`config.mk`:
```
export PLATFORM = sky130hd
export DESIGN_NAME = raybello_serdesphy_top
export DESIGN_NICKNAME = d
export VERILOG_FILES = /design/src/rtl/serdesphy_pkg.sv /design/src/rtl/serdesphy_por.sv /design/src/rtl/raybello_serdesphy_top.sv
export SDC_FILE = /design/constraint.sdc
export NUM_CORES = 1
export LEC_CHECK = 0
export CAP_MARGIN = 10
export CORE_UTILIZATION = 45
export CTS_BUF_LIST = sky130_fd_sc_hd__clkbuf_4 sky130_fd_sc_hd__clkbuf_8 sky130_fd_sc_hd__clkbuf_16
export DETAILED_ROUTE_END_ITERATION = 8
export PLACE_DENSITY = 0.75
export SYNTH_ARGS = -nofsm -noshare
export SYNTH_HDL_FRONTEND = slang
export SYNTH_SLANG_ARGS = --single-unit
```
`constraint.sdc`:
```
create_clock -name clk -period 2.13 [get_ports clk]
set_input_delay 0.5325 -clock clk [delete_from_list [all_inputs] [get_ports clk]]
set_output_delay 0.5325 -clock clk [all_outputs]
set_load 0.01 [all_outputs]
```
`src/rtl/serdesphy_pkg.sv`:
```
// Shared types and constants for the SerDes PHY: POR state encoding, PRBS7 helpers, pin map.
// Latency: n/a (declarations only).
// Backpressure: n/a (no datapath here).
package serdesphy_pkg;

  typedef enum logic [2:0] {
    POR_OFF         = 3'd0,
    POR_WAIT_PG     = 3'd1,
    POR_ANALOG_RST  = 3'd2,
    POR_DIGITAL_RST = 3'd3,
    POR_DONE        = 3'd4
  } por_state_e;

  // PRBS7 polynomial x^7 + x^6 + 1 with an all-ones seed
  localparam logic [6:0] PRBS7_SEED = 7'h7F;

  // ui_in bit positions
  localparam int UI_TXD_LSB   = 2;
  localparam int UI_TX_VALID  = 6;
  localparam int UI_TEST_MODE = 7;

  // uio bit positions
  localparam int UIO_TXP  = 2;
  localparam int UIO_TXN  = 3;
  localparam int UIO_RXP  = 4;
  localparam int UIO_RXN  = 5;
  localparam int UIO_LPBK = 6;
  localparam int UIO_DBG  = 7;

  // Next PRBS7 bit from a history register whose bit 0 is the newest bit
  function automatic logic prbs7_fb(input logic [6:0] r);
    return r[6] ^ r[5];
  endfunction

endpackage

```
`src/rtl/serdesphy_por.sv`:
```
// Power-on reset sequencer: OFF -> WAIT_PG -> ANALOG_RST -> DIGITAL_RST -> DONE (terminal).
// Latency: WAIT_PG lasts PG_CYCLES, each reset phase RST_CYCLES; all outputs registered.
// Backpressure: none; free-running once reset is released.
// Ports: clk_i/rst_i (sync, active-high); por_state_o, por_active_o, por_complete_o,
//        power_good_o, analog_iso_n_o, analog_reset_n_o, digital_reset_n_o.
module serdesphy_por #(
  parameter int PG_CYCLES  = 16,
  parameter int RST_CYCLES = 8
) (
  input  logic       clk_i,
  input  logic       rst_i,
  output logic [2:0] por_state_o,
  output logic       por_active_o,
  output logic       por_complete_o,
  output logic       power_good_o,
  output logic       analog_iso_n_o,
  output logic       analog_reset_n_o,
  output logic       digital_reset_n_o
);
  import serdesphy_pkg::*;

  por_state_e por_state;
  logic [7:0] cnt_q;
  logic       por_active_reg;
  logic       por_complete_reg;
  logic       power_good_reg;
  logic       analog_iso_n_reg;
  logic       digital_reset_n_reg;
  logic       analog_reset_n_reg;

  always_ff @(posedge clk_i) begin
    if (rst_i) begin
      por_state           <= POR_OFF;
      cnt_q               <= '0;
      por_active_reg      <= 1'b0;
      por_complete_reg    <= 1'b0;
      power_good_reg      <= 1'b0;
      analog_iso_n_reg    <= 1'b0;
      digital_reset_n_reg <= 1'b0;
      analog_reset_n_reg  <= 1'b0;
    end else begin
      case (por_state)
        POR_OFF: begin
          por_state      <= POR_WAIT_PG;
          por_active_reg <= 1'b1;
          cnt_q          <= '0;
        end
        POR_WAIT_PG: begin
          if (cnt_q == 8'(PG_CYCLES - 1)) begin
            por_state      <= POR_ANALOG_RST;
            power_good_reg <= 1'b1;
            cnt_q          <= '0;
          end else begin
            cnt_q <= cnt_q + 8'd1;
          end
        end
        POR_ANALOG_RST: begin
          if (cnt_q == 8'(RST_CYCLES - 1)) begin
            por_state          <= POR_DIGITAL_RST;
            analog_reset_n_reg <= 1'b1;
            analog_iso_n_reg   <= 1'b1;
            cnt_q              <= '0;
          end else begin
            cnt_q <= cnt_q + 8'd1;
          end
        end
        POR_DIGITAL_RST: begin
          if (cnt_q == 8'(RST_CYCLES - 1)) begin
            por_state           <= POR_DONE;
            digital_reset_n_reg <= 1'b1;
            por_complete_reg    <= 1'b1;
            por_active_reg      <= 1'b0;
            cnt_q               <= '0;
          end else begin
            cnt_q <= cnt_q + 8'd1;
          end
        end
        default: por_state <= POR_DONE;
      endcase
    end
  end

  assign por_state_o       = por_state;
  assign por_active_o      = por_active_reg;
  assign por_complete_o    = por_complete_reg;
  assign power_good_o      = power_good_reg;
  assign analog_iso_n_o    = analog_iso_n_reg;
  assign analog_reset_n_o  = analog_reset_n_reg;
  assign digital_reset_n_o = digital_reset_n_reg;

endmodule

```
`src/rtl/raybello_serdesphy_top.sv`:
```
// SerDes PHY top: nibble TX serializer, RX deserializer with CDR lock, PRBS7 gen/check, loopback, POR.
// Latency: loopback nibble loaded at cycle T is presented on rx_data with rx_valid at T+5.
// Backpressure: none; tx_valid is sampled once per 4-cycle frame, rx_valid is a 1-cycle pulse.
// Ports: clk, rst (sync active-high), ena (0 = reset), ui_in (tx_data/tx_valid/test_mode),
//        uo_out (rx_data/pll_lock/cdr_lock/prbs_err/rx_valid), uio_in (rxp/rxn/lpbk_en),
//        uio_out (txp/txn/dbg), uio_oe. Define SERDESPHY_DBG_EN to drive the RX bit on uio[7].
module raybello_serdesphy_top #(
  parameter int POR_PG_CYCLES   = 16,
  parameter int POR_RST_CYCLES  = 8,
  parameter int PLL_LOCK_CYCLES = 32,
  parameter int CDR_LOCK_BITS   = 8
) (
  input  logic       clk,
  input  logic       rst,
  input  logic       ena,
  input  logic [7:0] ui_in,
  output logic [7:0] uo_out,
  input  logic [7:0] uio_in,
  output logic [7:0] uio_out,
  output logic [7:0] uio_oe
);
  import serdesphy_pkg::*;

  logic       srst;
  logic [3:0] tx_data;
  logic       tx_valid, test_mode, rxp, rxn, lpbk_en;

  assign srst      = rst | ~ena;
  assign tx_data   = ui_in[UI_TXD_LSB +: 4];
  assign tx_valid  = ui_in[UI_TX_VALID];
  assign test_mode = ui_in[UI_TEST_MODE];
  assign rxp       = uio_in[UIO_RXP];
  assign rxn       = uio_in[UIO_RXN];
  assign lpbk_en   = uio_in[UIO_LPBK];

  logic [2:0] por_state;
  logic       por_active, por_complete, power_good, analog_iso_n, analog_reset_n, digital_reset_n;

  serdesphy_por #(
    .PG_CYCLES  (POR_PG_CYCLES),
    .RST_CYCLES (POR_RST_CYCLES)
  ) u_por (
    .clk_i             (clk),
    .rst_i             (srst),
    .por_state_o       (por_state),
    .por_active_o      (por_active),
    .por_complete_o    (por_complete),
    .power_good_o      (power_good),
    .analog_iso_n_o    (analog_iso_n),
    .analog_reset_n_o  (analog_reset_n),
    .digital_reset_n_o (digital_reset_n)
  );

  logic [7:0] pll_cnt_q;
  logic       pll_lock_q;
  logic [1:0] phase_q;
  logic [3:0] tx_sh_q;
  logic       tx_bit_q;
  logic [6:0] prbs_gen_q;
  logic       lpbk_q, tm_q;
  logic [3:0] cdr_cnt_q;
  logic       cdr_lock_q;
  logic [1:0] rx_ph_q;
  logic [3:0] rx_sh_q, rx_data_q;
  logic       rx_valid_q;
  logic [6:0] chk_q;
  logic [2:0] chk_fill_q;
  logic       prbs_err_q;

  logic       prbs_bit, rx_bit, rx_bit_ok, rx_cap, chk_exp;
  logic [3:0] rx_word_d;

  assign prbs_bit  = prbs7_fb(prbs_gen_q);
  assign rx_bit    = lpbk_en ? tx_bit_q : rxp;
  assign rx_bit_ok = lpbk_en | (rxp ^ rxn);
  assign rx_word_d = {rx_bit, rx_sh_q[3:1]};
  // Loopback captures one cycle after the TX load phase so the word lines up with the TX frame;
  // external mode frames relative to the cycle cdr_lock rose.
  assign rx_cap    = lpbk_en ? (phase_q == 2'd1) : (rx_ph_q == 2'd3);
  assign chk_exp   = prbs7_fb(chk_q);

  always_ff @(posedge clk) begin
    if (srst) begin
      pll_cnt_q  <= '0;
      pll_lock_q <= 1'b0;
      phase_q    <= '0;
      tx_sh_q    <= '0;
      tx_bit_q   <= 1'b0;
      prbs_gen_q <= PRBS7_SEED;
      lpbk_q     <= 1'b0;
      tm_q       <= 1'b0;
      cdr_cnt_q  <= '0;
      cdr_lock_q <= 1'b0;
      rx_ph_q    <= '0;
      rx_sh_q    <= '0;
      rx_data_q  <= '0;
      rx_valid_q <= 1'b0;
      chk_q      <= '0;
      chk_fill_q <= '0;
      prbs_err_q <= 1'b0;
    end else begin
      lpbk_q <= lpbk_en;
      tm_q   <= test_mode;
      if (!test_mode) prbs_err_q <= 1'b0;

      if (por_complete && !pll_lock_q) begin
        if (pll_cnt_q == 8'(PLL_LOCK_CYCLES - 1)) pll_lock_q <= 1'b1;
        else                                      pll_cnt_q  <= pll_cnt_q + 8'd1;
      end

      if (pll_lock_q) begin
        phase_q <= phase_q + 2'd1;
        if (test_mode) begin
          tx_bit_q   <= prbs_bit;
          prbs_gen_q <= {prbs_gen_q[5:0], prbs_bit};
        end else begin
          tx_bit_q <= tx_sh_q[0];
        end
        if (phase_q == 2'd0) tx_sh_q <= (tx_valid && !test_mode) ? tx_data : 4'd0;
        else                 tx_sh_q <= {1'b0, tx_sh_q[3:1]};

        if (!rx_bit_ok || (lpbk_en != lpbk_q)) begin
          cdr_cnt_q  <= '0;
          cdr_lock_q <= 1'b0;
        end else if (cdr_cnt_q == 4'(CDR_LOCK_BITS - 1)) begin
          cdr_lock_q <= 1'b1;
        end else begin
          cdr_cnt_q <= cdr_cnt_q + 4'd1;
        end

        rx_sh_q    <= rx_word_d;
        rx_ph_q    <= cdr_lock_q ? rx_ph_q + 2'd1 : 2'd0;
        rx_valid_q <= rx_cap && cdr_lock_q;
        if (rx_cap && cdr_lock_q) rx_data_q <= rx_word_d;

        // Checker uses the registered test_mode so the last data bit still in flight on the
        // loopback path when PRBS starts never enters the comparison window.
        if (rx_bit_ok) chk_q <= {chk_q[5:0], rx_bit};
        if (!tm_q || !cdr_lock_q)                  chk_fill_q <= '0;
        else if (rx_bit_ok && chk_fill_q != 3'd7)  chk_fill_q <= chk_fill_q + 3'd1;
        if (test_mode && tm_q && cdr_lock_q && rx_bit_ok && chk_fill_q == 3'd7 && rx_bit != chk_exp)
          prbs_err_q <= 1'b1;
      end
    end
  end

  assign uo_out = {rx_valid_q, prbs_err_q, cdr_lock_q, pll_lock_q, rx_data_q};

  always_comb begin
    uio_out          = '0;
    uio_out[UIO_TXP] = tx_bit_q;
    uio_out[UIO_TXN] = ~tx_bit_q;
`ifdef SERDESPHY_DBG_EN
    uio_out[UIO_DBG] = rx_bit & pll_lock_q;
`endif
  end

`ifdef SERDESPHY_DBG_EN
  assign uio_oe = 8'b1000_1100;
`else
  assign uio_oe = 8'b0000_1100;
`endif

  logic unused_ok;
  assign unused_ok = &{1'b0, ui_in[1:0], uio_in[3:0], uio_in[7], por_state, por_active,
                       power_good, analog_iso_n, analog_reset_n, digital_reset_n};

endmodule

```
# == Yosys cells after proc, flatten, opt, wreduce, memory -nomap -nowiden ==
# Cells that the tools add are included.
# W data, S select, Z words.
# word_totals
reg_bits,64
out_inout_bits,24
# classes
add_sub_neg,6
reduce_logical,32
eq_ne,17
bitwise,8
n_mux,22
# ops
operator,n
$pmux W8 S3,1
$reduce_and A2 Y1,9
$add A8 B1 Y8 const B,2
$mux W4,4
$mux W8,2
$mux W3,5
$pmux W3 S4,1
$logic_and A1 B1 Y1,9
$eq A8 B3 Y1 const B,1
$eq A8 B4 Y1 const B,1
$eq A8 B5 Y1 const B,1
$mux W1,8
$eq A3 B2 Y1 const B,2
$ne A2 B1 Y1 const B,3
$logic_not A1 Y1,5
$add A2 B1 Y2 const B,2
$add A4 B1 Y4 const B,1
$eq A4 B3 Y1 const B,1
$reduce_bool A2 Y1,2
$add A3 B1 Y3 const B,1
$eq A3 B1 Y1 const B,1
$eq A3 B3 Y1 const B,1
$logic_not A3 Y1,1
$ne A3 B3 Y1 const B,1
other kinds (13),20

# == Logic depth before layout (Yosys ltp) ==
# Gate-level depths: netlist (run 1).
# depth
word_depth,7
depth_mapped,6
ltp_nobuf,6

# == Cells and area by module ==
# From an unflattened synthesis (run 1), not the netlist that was laid out.
# unflattened
hier_cells,365
hier_area_um2,3214.3
# modules_own_cells
mod,area_each_um2,instances,cells_per_inst,seq_area_each_um2
raybello_serdesphy_top,2362.3,1,264,1021.0
serdesphy_por,852.1,1,101,300.3

# == Worst setup path before layout (run 1) ==
# OpenSTA, ideal clock, no wires.
# synth_path
path_kind,reg2reg
start,register pll_cnt_q[0]
end,register pll_cnt_q[1]
slack_ns,0.553
t_arrival_ns,1.449
required_ns,2.002
setup_ns,0.128
n_path_buf,0
path_stages_with_launch,6
cell_sequence,dfxtp_1 -> ha_1 -> or4b_4 -> o21ai_2 -> mux2i_1 -> nor2_1
# synth_between
elab_chain_cells,3
# synth_lines
item,line_no,source
from (decl),raybello_serdesphy_top.sv:54,logic [7:0] pll_cnt_q;
from (signal assigned),raybello_serdesphy_top.sv:108,else pll_cnt_q <= pll_cnt_q + 8'd1;
"parallel branches: the longest is 3 deep, another holds $add A8 B1 Y8",n/a,
# Parallel ways; which one is timed is not known.
# A chain may end at the register's enable or synchronous reset.

# == Worst setup path after layout (run 1) ==
# layout_path
start,register cdr_lock_q
end,output uo_out[5]
# layout_rtl
item,line_no,source
from (decl),raybello_serdesphy_top.sv:62,logic cdr_lock_q;
from (signal assigned),raybello_serdesphy_top.sv:93,cdr_lock_q <= 1'b0;
from (signal assigned),raybello_serdesphy_top.sv:124,cdr_lock_q <= 1'b0;
from (signal assigned),raybello_serdesphy_top.sv:126,cdr_lock_q <= 1'b1;
to (decl),raybello_serdesphy_top.sv:17,"output logic [7:0] uo_out,"
# No word-level cell between the ends.

==> results of run 1 <==
[per-layer routing]
layer / track usage (%) / vias to the layer above / wire length [um]
li1: - / 1120 / -
met1: 20.8 / 1005 / 2580
met2: 28.4 / 36 / 2450
met3: 5.60 / 6 / 195
met4: 5.44 / 0 / 62
met5: 0 / - / 0
[area by class of cell]
type	count	area, um2	share of cell area [%]
clock inverters	6	46.3	1.40
clock buffers	10	138	4.16
flip-flops and latches	63	1260	38.1
well taps	75	93.8	2.83
multi-input cells	233	1450	43.9
inverters	6	22.5	0.680
repair buffers	31	298	8.99
[cells by family after synthesis]
group,count (synthesis)
compound gates,44
xor+xnor,18
fa+ha+maj,8
buf+inv,40
flops,63
mux,18
other cells,2
simple gates,131
[placed cells by master, fill, tap and decap left out, types with 4 or more instances in the layout]
cell type / n
dfxtp_1: 63
mux2i_1: 16
clkbuf_8: 10
nand2_1: 32
a21oi_1: 12
a211oi_1: 4
nor3_1: 9
buf_4: 9
conb_1: 14
clkdlybuf4s50_1: 21
and2_1: 4
xnor2_1: 9
nor2_1: 48
nand3_1: 14
xor2_1: 9
inv_1: 6
ha_1: 8
[state kept, by name, indices dropped and copies added, names as in the netlist, 3 cells and up]
register           count
u_por.por_state_o      3
rx_sh_q                3
prbs_gen_q             7
chk_q                  7
u_por.cnt_q            8
rx_data_q              4
cdr_cnt_q              4
chk_fill_q             3
tx_sh_q                4
pll_cnt_q              8
[worst min path at each step]
stage,from,cells after the start,endpoint,slack [ns]
finish,prbs_gen_q[4],2,prbs_gen_q[5],0.47
global route,chk_q[0],2,chk_q[0],0.49
CTS,prbs_gen_q[4],2,prbs_gen_q[5],0.47
detailed placement,prbs_gen_q[4],2,prbs_gen_q[5],0.45
global placement,prbs_gen_q[3],2,prbs_gen_q[4],0.44
floorplan,prbs_err_q,2,prbs_err_q,0.42
[power groups by stage]
| stage | combinational (mW) | sequential, mW | clock, mW |
|---|---|---|---|
| after global placement | 0.0902 | 1.21 | 0 |
| after floorplan | 0.0673 | 1.21 | 0 |
| after global routing | 0.100 | 1.18 | 1.01 |
| after CTS | 0.0914 | 1.18 | 0.963 |
| after detailed placement | 0.0910 | 1.21 | 0 |
| final | 0.0910 | 1.18 | 0.927 |
[per-stage QoR]
| stage | area, um2 | hold slack, ns | instances | power (mW) | setup slack (ns) |
|---|---|---|---|---|---|
| 4_1_cts | 3310 | 0.466 | 424 | 2.24 | 0.208 |
| 3_5_place_dp | 3130 | 0.454 | 408 | 1.30 | 0.0102 |
| 2_1_floorplan | 2940 | 0.420 | 336 | 1.28 | 0.553 |
| 6_report | 3310 | 0.467 | 424 | 2.20 | 0.219 |
| 3_3_place_gp | 3130 | 0.443 | 408 | 1.30 | 0.0393 |
| 5_1_grt | 3310 | 0.487 | 424 | 2.29 | 0.148 |
==> metrics.csv, run 1 <==
stage,metric,value,unit
timing,Setup Viol. Count Final,0,
synth,Synth Area in Adders,3.46,%
pwr,pwr/cell area,664,nW/um2
synth,compound-gate portion of the synthesized area,11.1,%
cells_and_area,ANT cells,0,
clock_network,post_cts resized,0,
global_routing,global-route wire length before repair,8780,um
critical_path,worst reg2reg path depth,5,
synth,post-synthesis average cell area,8.94,um2
synth,cell area after synthesis,2900,um2
critical_path,Worst Setup EP,uo_out[5],
detailed_routing,DRC,0,
timing,min Tclk post-route,1.91,ns
pwr,switching portion of total power,23.8,%
critical_path,Reg-to-Reg Start,pll_cnt_q[0],
detailed_routing,drt wl/cell,12.5,um
synth,prevailing post-synth register cell,dfxtp_1,
pwr,sequential power share,53.8,%
critical_path,flop2flop setup slack,0.41,ns
critical_path,critical path type,register to output pin,
die,# rows,28,
placed_design,GP Congestion,0.724,
timing,final count of hold timing violations,0,
clock_network,clk_lat worst skew,0.34,ns
clock_network,clk root buf,clkbuf_8,
die,Ports,43,
run,max_cap viols,0,
synth,top post-synthesis cells by count,"dfxtp_1, nor2_1, nand2_1",
status,status,"finished, final reports clean",
cells_and_area,nets,371,
clock_network,H-tree depth,3,
clock_network,setup bufs post-CTS,0,
synth,Yosys reg bits,63,
timing,setup TNS,0,ns
critical_path,Crit path max-delay family,buffers and inverters,
clock_network,CTS Buf Count,9,
timing,fraction of the cycle the final worst path needs,89.7,%
synth,synthesized instance count,324,
critical_path,crit-path max FO,7,
placed_design,Detailed Place HPWL,3630,um
pwr,LEAKAGE,1.28,nW
synth,synth warn,0,
die,die area,6760,um2
clock_network,Max Root-Sink Buffers,2,
critical_path,critical path startpoint,cdr_lock_q,
global_routing,largest net degree at the start of global routing,26,
detailed_routing,vias per cell,5.11,
synth,xor and xnor area share after synthesis,5.44,%
critical_path,startpoint types,register,
detailed_routing,final antenna-violating net count,0,
synth,post-synthesis mux area share,6.39,%
timing,clk_skew,0.00837,ns
pwr,Switching Power,524,uW
critical_path,critical-path cell list,clkdlybuf4s50_1,
synth,Yosys cell types,53,
hold_path,worst min path class,register to register,
critical_path,slowest CP cell,clkdlybuf4s50_1,
detailed_routing,drt pass-1 iters,4,
critical_path,CP required,1.60,ns
global_routing,number of global-route vias before repair,1962,
synth,main combinational cell family by area after synthesis,simple AND/OR/NAND/NOR gates,
critical_path,CP Capture Type,output pin,
detailed_routing,Detailed Route Iter0 Violations,89,
die,Core Area,6060,um2
clock_network,register clock-pin slew on the reported worst setup and hold paths,0.07,ns
timing,final number of max-transition violations,0,
pwr,Clock Power Share,42.1,%
global_routing,grt ovf,0,
synth,"EDFF count, synth",0,
synth,top-area cell type share of the netlist area,43.5,%
clock_network,Num Clock Sinks,63,
pwr,internal cell power,1.68,mW
timing,RSZ-0062 raised after global routing,false,
pwr,peak supply drop,0.342,mV
pwr,combinational share of power,4.1,%
die,Die Width,82.2,um
synth,post-synthesis sequential area ratio,43.5,%
detailed_routing,Vias,2167,
critical_path,"Arr. time, crit path",1.38,ns
synth,"top cells by area, synth","dfxtp_1, nor2_1, mux2i_1",
clock_network,CTS Hold Bufs,0,
critical_path,Worst Path Buf+Inv,1,
cells_and_area,final core utilization,54.6,%
critical_path,Crit path depth,1,
die,Die Y,82.2,um
global_routing,Overall Global Routing Usage,17.1,%
synth,"count leader, synth",dfxtp_1,
cells_and_area,P&R area growth vs syn,14.3,%
synth,"area leader, netlist",dfxtp_1,
synth,fraction of registers with async set/reset,0,%
detailed_routing,drt total wl,5280,um
synth,simple-gate portion of the synthesized area,21.9,%
cells_and_area,ratio of cells with drive above 1 in the final layout,10.0,%
die,initial core utilization,47.8,%
clock_network,TritonCTS clock tree,done,
cells_and_area,Fillers,559,
placed_design,Buffers on Ports,21,
timing,FMAX,0.523,GHz
critical_path,worst stage delay on the critical path,0.58,ns
critical_path,R2R Path End,pll_cnt_q[2],
global_routing,initial antenna violation count,0,
(Power assumes the default switching activity.)
==> run 2: changes to the inputs <==
SKIP_CTS_REPAIR_TIMING = 1   (was unset)
==> results of run 2 <==
No change in the layout: final DEF, timing and power equal those of run 1.
==> run 3: changes to the inputs <==
CORE_UTILIZATION = 30   (was 45)
MAX_ROUTING_LAYER = met4   (was unset)
PLACE_DENSITY = 0.56   (was 0.75)
==> metrics.csv, run 3 (synthesized netlist as in run 1, its figures left out) <==
stage,metric,value,unit
clock_network,register clock-pin slew on the reported worst setup and hold paths,0.07,ns
detailed_routing,Detailed Route Iter0 Violations,58,
cells_and_area,P&R area growth vs syn,16.8,%
pwr,peak supply drop,0.274,mV
critical_path,CP Capture Type,output pin,
critical_path,CP required,1.60,ns
clock_network,H-tree depth,3,
critical_path,critical path type,register to output pin,
cells_and_area,Finished Cell Area,3380,um2
placed_design,GP Congestion,0.697,
critical_path,worst stage delay on the critical path,0.57,ns
global_routing,Overall Global Routing Usage,12.1,%
run,max_cap viols,0,
pwr,pwr/cell area,655,nW/um2
cells_and_area,ANT cells,0,
cells_and_area,Fillers,972,
cells_and_area,most frequent cells in the layout,"dfxtp_1, nor2_1, nand2_1",
global_routing,initial antenna violation count,0,
detailed_routing,DRC,0,
placed_design,placed inst area,3200,um2
timing,min Tclk post-route,1.87,ns
critical_path,critical-path cell list,clkdlybuf4s50_1,
timing,slack of the critical path,0.264,ns
timing,fraction of the cycle the final worst path needs,87.6,%
hold_path,worst min path class,register to register,
clock_network,Max Root-Sink Buffers,2,
placed_design,Buffers on Ports,21,
timing,setup TNS,0,ns
global_routing,number of global-route vias before repair,2118,
die,initial core utilization,31.2,%
clock_network,Num Clock Sinks,63,
detailed_routing,final antenna-violating net count,0,
timing,FMAX,0.536,GHz
timing,final number of max-transition violations,0,
cells_and_area,nets,372,
die,Core Area,9280,um2
cells_and_area,ratio of cells with drive above 1 in the final layout,10.3,%
critical_path,Crit path max-delay family,buffers and inverters,
timing,Setup Viol. Count Final,0,
critical_path,crit-path max FO,4,
detailed_routing,drt wl/cell,11.1,um
timing,slew margin rel.,66.4,%
placed_design,dpl ws,0.0274,ns
die,Die Y,100,um
placed_design,Post-Place Cells,463,
die,die area,10100,um2
die,Die Width,100,um
status,status,"finished, final reports clean",
global_routing,grt ovf,0,
timing,RSZ-0062 raised after global routing,false,
critical_path,"Arr. time, crit path",1.33,ns
global_routing,global-route wire length before repair,9400,um
clock_network,CTS Buf Count,9,
timing,final count of hold timing violations,0,
detailed_routing,drt total wl,5320,um
detailed_routing,vias per cell,4.51,
pwr,LEAKAGE,1.29,nW
cells_and_area,"most common cell after layout, fill and taps aside",dfxtp_1,
critical_path,slowest CP cell,clkdlybuf4s50_1,
pwr,Pwr Total,2.22,mW
detailed_routing,drt pass-1 iters,5,
placed_design,Detailed Place HPWL,3670,um
cells_and_area,final std cells w/o fill,479,
die,Ports,43,
die,# rows,35,
global_routing,largest net degree at the start of global routing,38,
detailed_routing,Vias,2161,
clock_network,TritonCTS clock tree,done,
cells_and_area,Largest regs,"pll_cnt_q x8, u_por.cnt_q x8",
timing,clk_skew,0.0128,ns
critical_path,startpoint types,register,
timing,Least-Margin Pin Slew,0.501,ns
critical_path,Worst Path Buf+Inv,1,
clock_network,clk_lat worst skew,0.34,ns
clock_network,clk root buf,clkbuf_8,
## run 3: path summary, 6_finish.rpt
check | start | end | slack (ns) | cells after the start
min reg2reg | chk_q[0] | chk_q[0] | 0.46 | 2
max reg2reg | pll_cnt_q[0] | pll_cnt_q[3] | 0.39 | 5
min | chk_q[0] | chk_q[0] | 0.46 | 2
max | tx_bit_q | uio_out[2] | 0.26 | 1
## run 3: power breakdown
| part | leakage, nW | total, mW | internal [mW] | switching (mW) |
|---|---|---|---|---|
| logic | 0.688 | 0.0920 | 0.0395 | 0.0525 |
| clock network | 0.0930 | 0.942 | 0.459 | 0.482 |
| registers | 0.508 | 1.18 | 1.18 | 0.00252 |
| total | 1.29 | 2.22 | 1.68 | 0.537 |
## run 3: cell type report
type,instances,area (um2),share of cell area [%]
timing repair buffer,32,305,9.02
clock buffer,10,138,4.07
tap,129,161,4.77
multi-input combinational,233,1450,42.9
clock inverter,6,43.8,1.29
sequential,63,1260,37.3
inverter,6,22.5,0.665
## run 3: routing by layer
metal	vias to the layer above	GRT usage (%)	share of wire, %
met4	0	4.46	1.3
met2	40	19.5	45
met5	-	-	0
met3	11	3.83	4.9
met1	985	14.2	49
li1	1125	-	-
## run 3: metrics by stage
step | hold slack [ns] | util [%]
after floorplan | 0.420 | -
after global placement | 0.451 | 34.5
after detailed placement | 0.451 | 34.5
after CTS | 0.468 | 36.5
after global routing | 0.492 | 36.5
final | 0.462 | 36.5
